File: config.mk
export PLATFORM = sky130hd
export DESIGN_NAME = adc_spi_responder
export DESIGN_NICKNAME = d
export VERILOG_FILES = /design/src/rtl/adc_spi_pkg.sv /design/src/rtl/sync_edge_detect.sv /design/src/rtl/adc_spi_responder.sv
export SDC_FILE = /design/constraint.sdc
export NUM_CORES = 1
export LEC_CHECK = 0
export BUFFER_PORTS_ARGS = -buffer_cell sky130_fd_sc_hd__buf_2
export CORE_UTILIZATION = 44
export DETAILED_ROUTE_END_ITERATION = 6
export PLACE_DENSITY = 0.77
export SLEW_MARGIN = 10
export SYNTH_ARGS = -nofsm -noshare
export SYNTH_HDL_FRONTEND = slang
export SYNTH_SLANG_ARGS = --single-unit
File: constraint.sdc
create_clock -name clk -period 2 [get_ports clk]
set_input_delay 0.2 -clock clk [delete_from_list [all_inputs] [get_ports clk]]
set_output_delay 0.2 -clock clk [all_outputs]
set_load 0.005 [all_outputs]
File: src/rtl/adc_spi_pkg.sv
// Shared constants, state encoding and helpers for the serial ADC emulator.
package adc_spi_pkg;

    localparam int unsigned FRAME_BITS      = 16;
    localparam int unsigned LEAD_ZEROS      = 4;
    localparam int unsigned ADDR_FIRST_EDGE = 3;
    localparam int unsigned ADDR_BITS       = 3;
    localparam int unsigned CNT_W           = $clog2(FRAME_BITS + 1);

    typedef enum logic {
        IDLE   = 1'b0,
        ACTIVE = 1'b1
    } state_e;

    // True for the rising-edge counts that carry address bits (ADD2 first).
    function automatic logic is_addr_edge(input logic [CNT_W-1:0] cnt);
        return (cnt >= CNT_W'(ADDR_FIRST_EDGE)) &&
               (cnt <  CNT_W'(ADDR_FIRST_EDGE + ADDR_BITS));
    endfunction

endpackage

File: src/rtl/sync_edge_detect.sv
// N-stage synchronizer with registered rise/fall pulses aligned to the synced level.
module sync_edge_detect #(
    parameter int unsigned STAGES    = 2,
    parameter logic        RESET_VAL = 1'b0
) (
    input  logic clk,
    input  logic reset_n,
    input  logic d_i,
    output logic q_o,
    output logic rise_o,
    output logic fall_o
);

    logic [STAGES-1:0] sync_q;
    logic              rise_q;
    logic              fall_q;

    // Pulses compare the last two stages, so they appear together with the synced level.
    always_ff @(posedge clk or negedge reset_n) begin
        if (!reset_n) begin
            sync_q <= {STAGES{RESET_VAL}};
            rise_q <= 1'b0;
            fall_q <= 1'b0;
        end else begin
            sync_q <= {sync_q[STAGES-2:0], d_i};
            rise_q <= sync_q[STAGES-2] & ~sync_q[STAGES-1];
            fall_q <= ~sync_q[STAGES-2] & sync_q[STAGES-1];
        end
    end

    assign q_o    = sync_q[STAGES-1];
    assign rise_o = rise_q;
    assign fall_o = fall_q;

endmodule

File: src/rtl/adc_spi_responder.sv
// SPI responder emulating an 8-channel 12-bit serial ADC, oversampled on clk.
module adc_spi_responder
    import adc_spi_pkg::*;
#(
    parameter int unsigned DATA_W      = 12,
    parameter int unsigned NUM_CH      = 8,
    parameter int unsigned SYNC_STAGES = 2
) (
    input  logic                     clk,
    input  logic                     reset_n,
    input  logic                     spi_sclk,
    input  logic                     spi_cs_n,
    input  logic                     spi_din,
    output logic                     spi_dout,
    output logic                     spi_dout_oe,
    input  logic [NUM_CH*DATA_W-1:0] ch_values,
    output logic [ADDR_BITS-1:0]     cur_ch,
    output logic [ADDR_BITS-1:0]     next_addr,
    output logic                     frame_done,
    output logic                     frame_err
);

    localparam logic [CNT_W-1:0] CNT_FULL = CNT_W'(FRAME_BITS);

    logic sclk_lvl, sclk_rise, sclk_fall;
    logic cs_lvl, cs_rise, cs_fall;
    logic din_sync, din_rise, din_fall;
    logic unused_sync;

    state_e                state_q, state_d;
    logic [CNT_W-1:0]      bit_cnt_q, bit_cnt_d;
    logic [CNT_W-1:0]      cnt_inc;
    logic [ADDR_BITS-1:0]  addr_q, addr_d;
    logic [ADDR_BITS-1:0]  cur_ch_q, cur_ch_d;
    logic [ADDR_BITS-1:0]  next_addr_q, next_addr_d;
    logic [FRAME_BITS-1:0] shift_q, shift_d;
    logic                  dout_q, dout_d;
    logic                  oe_q, oe_d;
    logic                  frame_done_q, frame_done_d;
    logic                  frame_err_q, frame_err_d;
    logic [FRAME_BITS-1:0] word_ch0, word_cur;

    sync_edge_detect #(.STAGES(SYNC_STAGES), .RESET_VAL(1'b0)) u_sync_sclk (
        .clk     (clk),
        .reset_n (reset_n),
        .d_i     (spi_sclk),
        .q_o     (sclk_lvl),
        .rise_o  (sclk_rise),
        .fall_o  (sclk_fall)
    );

    // CS resets low so a CS held low across reset release is not seen as a fresh fall.
    sync_edge_detect #(.STAGES(SYNC_STAGES), .RESET_VAL(1'b0)) u_sync_cs (
        .clk     (clk),
        .reset_n (reset_n),
        .d_i     (spi_cs_n),
        .q_o     (cs_lvl),
        .rise_o  (cs_rise),
        .fall_o  (cs_fall)
    );

    sync_edge_detect #(.STAGES(SYNC_STAGES), .RESET_VAL(1'b0)) u_sync_din (
        .clk     (clk),
        .reset_n (reset_n),
        .d_i     (spi_din),
        .q_o     (din_sync),
        .rise_o  (din_rise),
        .fall_o  (din_fall)
    );

    assign unused_sync = ^{sclk_lvl, cs_lvl, din_rise, din_fall};

    // Frame words: leading zeros come from zero-extension of the sample.
    assign word_ch0 = FRAME_BITS'(ch_values[DATA_W-1:0]);
    assign word_cur = FRAME_BITS'(ch_values[32'(cur_ch_q) * DATA_W +: DATA_W]);

    always_ff @(posedge clk or negedge reset_n) begin
        if (!reset_n) begin
            state_q      <= IDLE;
            bit_cnt_q    <= '0;
            addr_q       <= '0;
            cur_ch_q     <= '0;
            next_addr_q  <= '0;
            shift_q      <= '0;
            dout_q       <= 1'b0;
            oe_q         <= 1'b0;
            frame_done_q <= 1'b0;
            frame_err_q  <= 1'b0;
        end else begin
            state_q      <= state_d;
            bit_cnt_q    <= bit_cnt_d;
            addr_q       <= addr_d;
            cur_ch_q     <= cur_ch_d;
            next_addr_q  <= next_addr_d;
            shift_q      <= shift_d;
            dout_q       <= dout_d;
            oe_q         <= oe_d;
            frame_done_q <= frame_done_d;
            frame_err_q  <= frame_err_d;
        end
    end

    always_comb begin
        state_d      = state_q;
        bit_cnt_d    = bit_cnt_q;
        addr_d       = addr_q;
        cur_ch_d     = cur_ch_q;
        next_addr_d  = next_addr_q;
        shift_d      = shift_q;
        dout_d       = dout_q;
        oe_d         = oe_q;
        frame_done_d = 1'b0;
        frame_err_d  = 1'b0;
        cnt_inc      = bit_cnt_q + CNT_W'(1);

        unique case (state_q)
            IDLE: begin
                if (cs_fall) begin
                    state_d   = ACTIVE;
                    cur_ch_d  = '0;
                    addr_d    = '0;
                    shift_d   = word_ch0;
                    dout_d    = word_ch0[FRAME_BITS-1];
                    oe_d      = 1'b1;
                    bit_cnt_d = '0;
                end
            end
            ACTIVE: begin
                // CS rise has priority; an SCLK edge in the same cycle is dropped.
                if (cs_rise) begin
                    state_d     = IDLE;
                    oe_d        = 1'b0;
                    dout_d      = 1'b0;
                    cur_ch_d    = '0;
                    bit_cnt_d   = '0;
                    frame_err_d = (bit_cnt_q != '0) && (bit_cnt_q != CNT_FULL);
                end else if (sclk_rise && (bit_cnt_q != CNT_FULL)) begin
                    bit_cnt_d = cnt_inc;
                    if (is_addr_edge(cnt_inc)) begin
                        addr_d = {addr_q[ADDR_BITS-2:0], din_sync};
                    end
                    if (cnt_inc == CNT_FULL) begin
                        frame_done_d = 1'b1;
                        next_addr_d  = addr_q;
                        cur_ch_d     = addr_q;
                    end
                end else if (sclk_fall) begin
                    if (bit_cnt_q == CNT_FULL) begin
                        shift_d   = word_cur;
                        dout_d    = word_cur[FRAME_BITS-1];
                        addr_d    = '0;
                        bit_cnt_d = '0;
                    end else if (bit_cnt_q != '0) begin
                        shift_d = {shift_q[FRAME_BITS-2:0], 1'b0};
                        dout_d  = shift_q[FRAME_BITS-2];
                    end
                end
            end
            default: state_d = IDLE;
        endcase
    end

    assign spi_dout    = dout_q;
    assign spi_dout_oe = oe_q;
    assign cur_ch      = cur_ch_q;
    assign next_addr   = next_addr_q;
    assign frame_done  = frame_done_q;
    assign frame_err   = frame_err_q;

endmodule

* Word-level counts from Yosys, hierarchy flattened
Cells that the tools add are included.
Storage, ports and cells: bits in registers 44, input port bits 101, output and inout bits 10, word-level logic and storage cells 105
Cells by class: $add $sub $neg 1, multiply operators 1, magnitude comparators 2, equality and inequality tests 19, shift operators 1, mux-type cells 43, bitwise operators 10, reduce and logical (&&, ||, !) cells 11
Operator list (count):
- indexed part select 96 x 8 -> 12 bit | 1
- 2-to-1 mux 15 bit | 6
- one-hot mux 15 bit (2 select lines) | 1
- 2-to-1 mux 3 bit | 9
- 2-to-1 mux 5 bit | 5
- != test 3 x 1 -> 1 bit (second input constant) | 6
- 2-to-1 mux 1 bit | 16
- != test 4 x 1 -> 1 bit (second input constant) | 3
- one-hot mux 3 bit (2 select lines) | 2
- equality test 5 bit (second input constant) | 2
- one-hot mux 5 bit (2 select lines) | 1
- AND reduction 5 bit | 2
- AND reduction 4 bit | 2
- != test 2 x 1 -> 1 bit (second input constant) | 3
- != test 3 x 2 -> 1 bit (second input constant) | 2
- NOT 1 bit | 6
- one-hot mux 1 bit (2 select lines) | 3
- AND reduction 3 bit | 2
- adder 5 x 1 -> 5 bit (second input constant) | 1
- greater-or-equal comparator 5 x 2 -> 1 bit (second input constant) | 1
- < comparator 5 x 3 -> 1 bit (second input constant) | 1
- multiplier 3 x 2 -> 5 bit (second input constant) | 1
- != test 5 bit (second input constant) | 1
- nonzero test 5 bit | 1
- other kinds (4) | 10

* Longest topological paths before layout
Gate-level depths: netlist of run 1.
depth after elaboration 7, gate-level depth with buffers 9, depth with buffers taken out 7

* Cells and area by module
A second synthesis of run 1 with hierarchy kept.
Second synthesis, totals: cell total of the unflattened synthesis 267, area total of the unflattened synthesis 2927.8 µm²
Modules (own cells, without submodules):
- adc_spi_responder | instances 1, cells an instance 249, area each 2582.5 µm², seq. area each 850.8 µm²
- sync_edge_detect | instances 3, cells an instance 6, area each 115.1 µm², seq. area each 100.1 µm²

* Worst setup path before layout of run 1
No wires, ideal clock.
kind register -> register, start register bit_cnt_q[0], end register shift_q[11], setup time 0.141 ns, arrival time 1.787 ns, data required time 1.859 ns, slack 0.072 ns, cell stages (with the launch flop) 9, path buffers 1, clock period less this slack 1.928 ns, cell sequence dfrtp_1 inv_1 ha_1 or3b_2 o211ai_2 a21oi_4 buf_6 nor2_2 a211oi_2
On the way: word-level cells in the longest chain between the ends 6, elaborated cells between the ends (all ways) 12, classes of those cells eq/ne (4); mux (5); reduce/logical (3)
Ends and longest elaborated chain:
- from (decl) | RTL line adc_spi_responder.sv:31 | logic [CNT_W-1:0] bit_cnt_q, bit_cnt_d;
- from (signal assigned) | RTL line adc_spi_responder.sv:91 | bit_cnt_q <= bit_cnt_d;
- equality test 5 bit | RTL line adc_spi_responder.sv:148 | if (bit_cnt_q == CNT_FULL) begin
- 2-to-1 mux 15 bit | RTL line adc_spi_responder.sv:148
- 2-to-1 mux 15 bit | RTL line adc_spi_responder.sv:147 | end else if (sclk_fall) begin
- 2-to-1 mux 15 bit | RTL line adc_spi_responder.sv:137 | end else if (sclk_rise && (bit_cnt_q != CNT_FULL)) begin
- 2-to-1 mux 15 bit | RTL line adc_spi_responder.sv:130 | if (cs_rise) begin
- one-hot mux 15 bit (2 select lines) | RTL line adc_spi_responder.sv:116 | unique case (state_q)
- to (signal assigned) | RTL line adc_spi_responder.sv:95 | shift_q <= shift_d;
- to (decl) | RTL line adc_spi_responder.sv:36 | logic [FRAME_BITS-1:0] shift_q, shift_d;
Parallel ways exist; a longest one is shown, timed or not. The select of a mux whose other input is x is not followed. A chain may end at the register's enable or synchronous reset.

* Final worst setup path of run 1
start register bit_cnt_q[0], end register shift_q[10]
The elaborated chain is that of the path after synthesis.

==> impl_metrics.json, run 1 <==
{
  "outcome": "finished, final reports clean",
  "layout_min_cycle_time_ps": 1910,
  "postRouteAntennaNets": 0,
  "fp.dieArea_um2": 6540,
  "htreeDepth": 2,
  "synth_seq_area_share_pct": 40.2,
  "clkTransAtPathRegs_ps": 70,
  "synth_area_um2": 2740,
  "place_area_um2": 3420,
  "via_per_inst": 5.77,
  "path_max_fanout": 5,
  "clock_latency_ps": 300,
  "track_usage_pct": 21.7,
  "synth_area_leaders": "dfrtp_1, mux4_2, mux2i_1",
  "p_leak_nw": 1.57,
  "rrSetupSlack_ps": 90,
  "yosysMostFrequentCell": "dfrtp_1",
  "hold_viol_final": 0,
  "drt_iter0_drc": 164,
  "worstPathArrival_ps": 2090,
  "die_x_um": 80.9,
  "grt_pass1_wl_um": 10800,
  "start_kind": "flop",
  "area_growth_pct": 31.7,
  "min_to": "shift_q[5]$_DFFE_PN0P_",
  "vdd_drop_max_v": 0.000571,
  "grt_pass1_vias": 2293,
  "end_kind": "flop",
  "num_rows": 28,
  "drc": 0,
  "startpoint": "bit_cnt_q[0]$_DFFE_PN0P_",
  "rsz0062_at_grt": "false",
  "drive_gt1_share_pct": 50.6,
  "synth_edf_count": 0,
  "reg2reg_to": "shift_q[10]$_DFFE_PN0P_",
  "synth_top_area_share_pct": 40.2,
  "ios": 111,
  "syn_nets": 337,
  "r2r_start": "bit_cnt_q[0]$_DFFE_PN0P_",
  "tns_ps": 0,
  "drv_slew": 0,
  "setup-violations-final": 0,
  "power.total_mw": 2.16,
  "synth_cell_types": 48,
  "power_density_nw_per_um2": 599,
  "synth_cells": 232,
  "n_antenna_cell": 0,
  "clock_skew_ps": 5.08,
  "gr-total-overflow": 0,
  "io_buffers": 110,
  "fmax_mhz": 523,
  "fillCellCount": 510,
  "nNetsFinal": 461,
  "synth_warnings": 0,
  "setup_ws_ps": 89.7,
  "ys_ff_latch": 44,
  "worstHoldPathType": "in2reg",
  "crit_type": "reg2reg",
  "initial_core_util_pct": 46.0,
  "min_path_cells": 3,
  "avgRoutedWirePerCell_um": 16.9,
  "cts_tree": "yes",
  "worst_slew_pin_slew_ps": 744,
  "synth_area_leader_cell": "dfrtp_1",
  "required_ps": 2180,
  "vias": 2487,
  "dp_hpwl_um": 5520,
  "die_height_um": 80.9,
  "dpl_worst_slack_ps": 19.5,
  "fin_util_pct": 60.6,
  "synth_area_per_cell_um2": 11.8,
  "grt_max_degree": 35,
  "grt_antenna_before_repair": 0,
  "detail_route.wirelength_um": 7290,
  "dr.pass1.iters": 4,
  "fin_crit_sh_pct": 95.5,
  "place.gp.congestion": 0.842,
  "cts_root_buf": "clkbuf_8",
  "final_area_um2": 3610,
  "hp-start": "ch_values[5]",
  "synthArstFlopShare_pct": 100,
  "numCtsBuffers": 5,
  "clock-sinks": 44,
  "coreArea_um2": 5960,
  "max_cap_violations": 0,
  "synthFlopType": "dfrtp_1",
  "cts.path.max_buffers": 2,
  "slew_headroom_pct": 50.4,
  "rr_worst_depth": 8,
  "synth_common_cells": "dfrtp_1, mux4_2, nor2_1, mux2i_1"
}
-- power by group --
part	internal, mW	total, mW	switching (mW)
clock	0.237	0.511	0.273
sequential	1.02	1.10	0.0866
combinational	0.291	0.548	0.257
-- repair_timing --
action / 4_1_cts / 5_1_grt
gates resized for setup: 0 / 12
buffers inserted: 0 / 1
setup endpoints to repair: 0 / 22
hold buffers: 3 / 1
endpoints found under the hold margin: 35 / 1
-- cell families (layout without fill, tap and decap cells) --
group	count (synthesis)	after routing	share of synthesized area, %
buf+inv	29	151	5.07
compound gates	56	58	14.3
mux	43	43	26.8
simple gates	53	53	10.9
flops	44	44	40.2
xor+xnor	3	3	0.960
fa+ha+maj	4	4	1.83
-- cells in the final DEF, fill, tap and decap left out, drive strengths merged, types with 2 or more instances in the layout --
cell type / netlist / routed
a211oi: 11 / 11
a21oi: 6 / 8
and3: 2 / 2
buf: 11 / 128
clkbuf: 6 / 6
dfrtp: 44 / 44
dlygate4sd3: 0 / 4
ha: 4 / 4
inv: 12 / 12
mux2: 3 / 3
mux2i: 16 / 16
mux4: 24 / 24
nand2: 11 / 11
nand2b: 3 / 3
nand3: 3 / 3
nand4: 3 / 3
nor2: 19 / 19
nor2b: 5 / 5
nor3: 2 / 2
o21ai: 14 / 14
o22ai: 12 / 12
o2bb2ai: 3 / 3
xnor2: 2 / 2
-- worst max-delay path, stage by stage, from the launching register on --
cell	delay, ps
dfrtp_2	450
inv_2	100
ha_4	150
or3b_4	410
o211ai_4	270
a21oi_4	120
buf_4	160
nor2_2	80
a211oi_2	50
-- state kept, by name, indices dropped and copies added (netlist names), 2 cells and up --
signal              cells
addr_q                  3
bit_cnt_q               5
cur_ch                  3
next_addr               3
shift_q                15
u_sync_cs.sync_q        2
u_sync_din.sync_q       2
u_sync_sclk.sync_q      2
-- metrics by stage --
step | std cells | hold slack [ps]
floorplan | 232 | -95.6
global placement | 417 | 307
detailed placement | 417 | 310
CTS | 427 | 3.43
global route | 431 | 264
finish | 431 | 257
-- layer usage --
metal	GRT usage [%]	part of all wire, %	up-vias
met4	7.68	1.0	0
met2	34.2	50	98
met3	3.71	7.4	7
met1	30.3	41	1250
li1	-	-	1132
met5	0	0	-
-- layout make-up --
cell class	instances	area [µm²]	area share, %
multi-input combinational	161	1560	43.3
clock buffer	6	72.6	2.01
timing repair buffer	132	726	20.1
inverter	12	45.0	1.25
sequential	44	1100	30.6
clock inverter	1	5.00	0.139
tap	75	93.8	2.60
-- how the worst max path moves through the flow --
stage                                   end  slack, ps  depth (start not counted)
floorplan           shift_q[11]$_DFFE_PN0P_         70                          8
global placement     shift_q[9]$_DFFE_PN0P_         80                          7
detailed placement   shift_q[3]$_DFFE_PN0P_         20                          7
CTS                  shift_q[9]$_DFFE_PN0P_          2                          7
global route         shift_q[9]$_DFFE_PN0P_          6                          4
finish              shift_q[10]$_DFFE_PN0P_         90                          8
No activity file was read; power rests on OpenSTA's default activity.
==> inputs of run 2 (changes only) <==
CORE_UTILIZATION = 45   (was 44)
CTS_CLUSTER_SIZE = 40   (was not set)
PLACE_DENSITY = 0.75   (was 0.77)
clock period = 1.9 ns   (was 2 ns; I/O delays follow)
==> run 2 against run 1 <==
Effect of this change: the flow now finishes with violations (negative setup slack); non-clock buffer count increased by 4; count of clock-buffer cells in the layout increased by 2; fmax decreased by 0.32%; register-to-register slack got worse by 110 ps.
==> impl_metrics.json, run 2 (synthesis gave the netlist of run 1 again) <==
{
  "reg_top3": "shift_q x15, bit_cnt_q x5",
  "drc": 0,
  "vdd_drop_max_v": 0.000654,
  "setup-violations-final": 1,
  "ios": 111,
  "clock_latency_ps": 300,
  "grt_pass1_vias": 2283,
  "final_cells": 434,
  "start_kind": "flop",
  "place.gp.congestion": 0.893,
  "numCtsBuffers": 5,
  "crit_slowest_cell": "dfrtp_1",
  "rrSetupSlack_ps": -20,
  "die_height_um": 80.0,
  "rr_worst_depth": 8,
  "power.total_mw": 2.38,
  "grt_busiest_layer": "met2",
  "drive_gt1_share_pct": 52.6,
  "path_max_fanout": 19,
  "io_buffers": 110,
  "required_ps": 2080,
  "worstPathArrival_ps": 2100,
  "hp-start": "ch_values[0]",
  "drt_iter0_drc": 150,
  "min_to": "shift_q[0]$_DFFE_PN0P_",
  "cts_root_buf": "clkbuf_8",
  "r2r_start": "bit_cnt_q[0]$_DFFE_PN0P_",
  "fin_crit_sh_pct": 101,
  "worst_slew_pin_slew_ps": 709,
  "initial_core_util_pct": 46.5,
  "final_common_cell": "buf_2",
  "rsz0062_at_grt": "true",
  "reg2reg_to": "shift_q[2]$_DFFE_PN0P_",
  "grt_util_met2_pct": 35.4,
  "grt_pass1_wl_um": 11000,
  "num_rows": 28,
  "worstPathCellList": "inv_2 -> ha_4 -> or3b_4 -> o211ai_4 -> a21oi_4 -> buf_12 -> nor2_1 -> a211oi_2",
  "crit_type": "reg2reg",
  "slowest_delay_ps": 440,
  "gr-total-overflow": 0,
  "clkTransAtPathRegs_ps": 80,
  "cts.path.max_buffers": 2,
  "grt_antenna_before_repair": 0,
  "largest_register_ffs": 15,
  "multi_input_area_um2": 1580,
  "clock_skew_ps": 7.06,
  "via_per_inst": 5.63,
  "end_kind": "flop",
  "postRouteAntennaNets": 0,
  "regMostFlops": "shift_q",
  "max_cap_violations": 0,
  "use_met3_pct": 5.37,
  "worstHoldPathType": "in2reg",
  "fillCellCount": 471,
  "p_leak_nw": 1.62,
  "fmax_mhz": 522,
  "cts_tree": "yes",
  "grt_max_degree": 33,
  "drv_slew": 0,
  "placed_cells": 419,
  "area_growth_pct": 35.6,
  "dp_hpwl_um": 5630,
  "coreArea_um2": 5890,
  "die_x_um": 80.0,
  "detail_route.wirelength_um": 7440,
  "startpoint": "bit_cnt_q[0]$_DFFE_PN0P_",
  "outcome": "finished with violations",
  "fp.dieArea_um2": 6400,
  "track_usage_pct": 22.9,
  "layout_common_cells": "buf_2, dfrtp_1, mux4_2",
  "ff_latch_area_um2": 1100,
  "hold_viol_final": 0,
  "nNetsFinal": 463,
  "htreeDepth": 2,
  "layout_min_cycle_time_ps": 1920,
  "clock-sinks": 44,
  "dr.pass1.iters": 4,
  "violations": "negative setup slack",
  "slew_headroom_pct": 52.8,
  "setup_ws_ps": -16.4,
  "power_density_nw_per_um2": 640,
  "vias": 2445,
  "met1_usage_pct": 32.6,
  "min_path_cells": 3,
  "n_antenna_cell": 0,
  "dpl_worst_slack_ps": -56.6,
  "fin_util_pct": 63.1,
  "avgRoutedWirePerCell_um": 17.2
}
-- run 2: area by class of cell --
class	count	share of cell area (%)
inverters	12	1.21
clock buffers	8	2.43
well taps	75	2.53
repair buffers	136	21.7
flip-flops and latches	44	29.7
multi-input cells	159	42.4
-- run 2: metal layers --
layer	up-vias	routed length [µm]
li1	1134	-
met1	1208	3220
met2	88	3660
met3	15	442
met4	0	129
met5	-	0
-- run 2: power breakdown --
part | leakage, nW | switching (mW) | internal (mW)
clock | 0.0455 | 0.305 | 0.297
combinational | 1.03 | 0.280 | 0.330
sequential | 0.550 | 0.0940 | 1.07
total | 1.62 | 0.679 | 1.70
-- run 2: critical path, delay by kind of cell, from the launching register on --
| kind | cells | cell delay (ps) |
|---|---|---|
| compound gates | 3 | 380 |
| fa+ha+maj | 1 | 150 |
| buf+inv | 2 | 280 |
| flops | 1 | 440 |
| simple gates | 2 | 560 |
-- run 2: stage by stage --
stage / hold WS (ps) / cell area (µm²) / setup TNS (ps)
3_5_place_dp: 273 / 3490 / -200
4_1_cts: 3.29 / 3630 / 0
3_3_place_gp: 261 / 3490 / 0
5_1_grt: 238 / 3710 / -477
2_1_floorplan: -106 / 2740 / 0
6_report: 240 / 3710 / -16.4
-- run 2: worst max-delay path by stage --
stage	endpoint	slack [ps]
3_5_place_dp	addr_q[0]$_DFFE_PN0P_	-60
6_report	shift_q[2]$_DFFE_PN0P_	-20
3_3_place_gp	addr_q[2]$_DFFE_PN0P_	50
5_1_grt	shift_q[2]$_DFFE_PN0P_	-80
2_1_floorplan	next_addr[0]$_DFFE_PN0P_	10
4_1_cts	shift_q[14]$_DFFE_PN0P_	20
-- run 2: timing repair --
item	in CTS	in global routing
endpoints found under the hold margin	32	1
hold buffers	3	1
buffers inserted	1	2
pin swaps	3	4
setup endpoints to repair	6	24
resized for setup	2	13
==> inputs of run 3 (changes only) <==
ABC_AREA = 1   (was not set)
CORE_UTILIZATION = 51   (was 45)
PLACE_DENSITY = 0.81   (was 0.75)
==> run 3 against run 2 <==
Effect of this change: the run now ends clean; critical path depth grew 1; global-route usage grew 1.6 points; utilization grew 1.5 points; wire length grew 13%; combinational power grew 42%; first-iteration DRC count grew 38%; via count grew 48%; hold slack gained 0.62 ps; setup slack gained 190 ps; critical path type unchanged; critical endpoint is now shift_q[11]$_DFFE_PN0P_; largest cell class unchanged.
==> impl_metrics.json, run 3 <==
{
  "grt_pass1_vias": 3216,
  "crit_type": "reg2reg",
  "via_per_inst": 4.97,
  "nNetsFinal": 756,
  "reg_top3": "shift_q x15, bit_cnt_q x5",
  "path_max_fanout": 29,
  "drt_iter0_drc": 207,
  "worst_slew_pin_slew_ps": 528,
  "detail_route.wirelength_um": 8390,
  "path_buf_inv": 1,
  "area_growth_pct": 22.4,
  "postRouteAntennaNets": 0,
  "p_seq_share_pct": 44.8,
  "initial_core_util_pct": 52.8,
  "required_ps": 2140,
  "cts.path.max_buffers": 2,
  "vdd_drop_max_v": 0.000588,
  "worstPathArrival_ps": 1970,
  "worstPathCellList": "inv_1 -> ha_1 -> nand2_1 -> nor2_2 -> nor2_2 -> nand2_4 -> a21oi_1 -> nand2_1 -> nand2_1",
  "drv_slew": 0,
  "num_rows": 29,
  "rr_worst_depth": 9,
  "vias": 3620,
  "rsz0062_at_grt": "false",
  "power_frac_comb_pct": 30.6,
  "slew_headroom_pct": 64.8,
  "synthFlopType": "dfrtp_1",
  "track_usage_pct": 24.5,
  "fmax_mhz": 579,
  "min_path_cells": 5,
  "cp_top_family": "simple AND/OR/NAND/NOR gates",
  "regMostFlops": "shift_q",
  "synth_area_um2": 3330,
  "worstHoldPathType": "in2reg",
  "clock_skew_ps": 2.08,
  "end_kind": "flop",
  "synth_common_cells": "nand2_1, inv_1, nand3_1, dfrtp_1, a21oi_1",
  "synthArstFlopShare_pct": 100,
  "cts_tree": "yes",
  "tns_ps": 0,
  "drc": 0,
  "synth_edf_count": 0,
  "p_switching_uw": 933,
  "dp_hpwl_um": 6450,
  "grt_pass1_wl_um": 13900,
  "fp.dieArea_um2": 6860,
  "layout_min_cycle_time_ps": 1730,
  "layout_common_cells": "nand2_1, buf_2, inv_1",
  "coreArea_um2": 6310,
  "numCtsBuffers": 5,
  "setup-violations-final": 0,
  "power_density_nw_per_um2": 692,
  "grt_antenna_before_repair": 0,
  "place.gp.congestion": 0.916,
  "fin_crit_sh_pct": 90.9,
  "fillCellCount": 581,
  "hold_viol_final": 0,
  "final_common_cell": "nand2_1",
  "avgRoutedWirePerCell_um": 11.5,
  "synth_area_leaders": "dfrtp_1, nand2_1, nand3_1",
  "yosysMostFrequentCell": "nand2_1",
  "drive_gt1_share_pct": 21.6,
  "multi_input_area_um2": 1670,
  "synth_cells": 548,
  "n_antenna_cell": 0,
  "cp.depth": 9,
  "synth_cell_types": 23,
  "clkTransAtPathRegs_ps": 80,
  "cts_root_buf": "clkbuf_8",
  "synth_seq_area_share_pct": 33.0,
  "p_int_mw": 1.89,
  "die_height_um": 82.8,
  "die_x_um": 82.8,
  "slowest_delay_ps": 480,
  "start_kind": "flop",
  "syn_nets": 653,
  "synth_area_leader_cell": "dfrtp_1",
  "clock_latency_ps": 300,
  "largest_register_ffs": 15,
  "ios": 111,
  "p_leak_nw": 2.48,
  "crit_slowest_cell": "dfrtp_1",
  "path_common_cell": "nand2_1",
  "clockPowerShare_pct": 24.6,
  "dr.pass1.iters": 7,
  "ff_latch_area_um2": 1100,
  "gr-total-overflow": 0,
  "max_cap_violations": 0,
  "outcome": "finished, final reports clean",
  "grt_max_degree": 58,
  "timing.hold.ws_ps": 241,
  "p_sw_share_pct": 33.1,
  "synth_warnings": 0,
  "ys_ff_latch": 44,
  "synth_top_area_share_pct": 33.0,
  "clock-sinks": 44,
  "htreeDepth": 2,
  "synth_area_per_cell_um2": 6.08,
  "io_buffers": 110
}
==> run 3: cell count changes after synthesis, sizes merged, moves of 11 or more <==
| cell | before | now |
|---|---|---|
| mux2i | 16 | 0 |
| nand3 | 3 | 87 |
| inv | 12 | 108 |
| a21oi | 6 | 27 |
| mux4 | 24 | 0 |
| nand2 | 11 | 202 |
| a211oi | 11 | 0 |
| o22ai | 12 | 0 |
==> run 3: cell type report <==
cell class                      instances  area share, %
Multi-Input combinational cell        369           41.0
Sequential cell                        44           27.0
Timing Repair Buffer                  123           17.1
Inverter                              108           9.94
Tap cell                               77           2.36
Clock buffer                            6           1.78
Clock inverter                          2          0.859
==> run 3: worst reg2reg max path, cell delays in order, from the launching register on <==
cell and delay [ps]:
dfrtp_1 480, inv_1 70, ha_1 250, nand2_1 110, nor2_2 50, nor2_2 170, nand2_4 210, a21oi_1 210
nand2_1 70, nand2_1 50
==> run 3: kinds of logic after synthesis <==
| family | share of synthesized area (%) |
|---|---|
| flops | 33.0 |
| buf+inv | 16.9 |
| simple gates | 41.2 |
| fa+ha+maj | 1.50 |
| compound gates | 7.36 |
==> run 3: repair_timing <==
action	4_1_cts	5_1_grt
buffers inserted	0	0
gates resized for setup	0	1
setup endpoints to repair	0	15
endpoints found under the hold margin	25	0
hold buffers	4	0
==> run 3: metal layers <==
| layer | wire length, µm | track usage [%] | share of wire (%) |
|---|---|---|---|
| met1 | 3760 | 32.8 | 45 |
| met2 | 3860 | 40.6 | 46 |
| met4 | 172 | 8.62 | 2.1 |
| met3 | 594 | 3.68 | 7.1 |
| met5 | 0 | 0 | 0 |
==> run 3: metrics by stage <==
step | utilization [%] | worst slack [ps] | cell area (µm²) | total power [mW] | instances
3_5_place_dp | 62.2 | 94.6 | 3930 | 2.13 | 717
4_1_cts | 64.5 | 60.2 | 4070 | 2.83 | 729
2_1_floorplan | - | 345 | 3330 | 1.87 | 548
5_1_grt | 64.6 | 23.8 | 4080 | 3.03 | 729
6_report | 64.6 | 172 | 4080 | 2.82 | 729
3_3_place_gp | 62.2 | 205 | 3930 | 2.09 | 717
==> run 3: path summary, 6_finish.rpt <==
path | end | slack, ps | start
max | shift_q[11]$_DFFE_PN0P_ | 170 | bit_cnt_q[1]$_DFFE_PN0P_
min reg2reg | u_sync_din.sync_q[1]$_DFF_PN0_ | 350 | u_sync_din.sync_q[0]$_DFF_PN0_
max in group asynchronous | shift_q[3]$_DFFE_PN0P_ | 1010 | reset_n
max reg2reg | shift_q[11]$_DFFE_PN0P_ | 170 | bit_cnt_q[1]$_DFFE_PN0P_
min | shift_q[10]$_DFFE_PN0P_ | 240 | ch_values[10]
min in group asynchronous | bit_cnt_q[1]$_DFFE_PN0P_ | 400 | reset_n
==> run 3: power by group through the flow <==
stage | logic [mW] | clock network [mW] | registers (mW)
global placement | 0.821 | 0 | 1.27
detailed placement | 0.852 | 0 | 1.27
global route | 1.00 | 0.742 | 1.29
CTS | 0.863 | 0.707 | 1.26
finish | 0.864 | 0.693 | 1.26
floorplan | 0.634 | 0 | 1.24
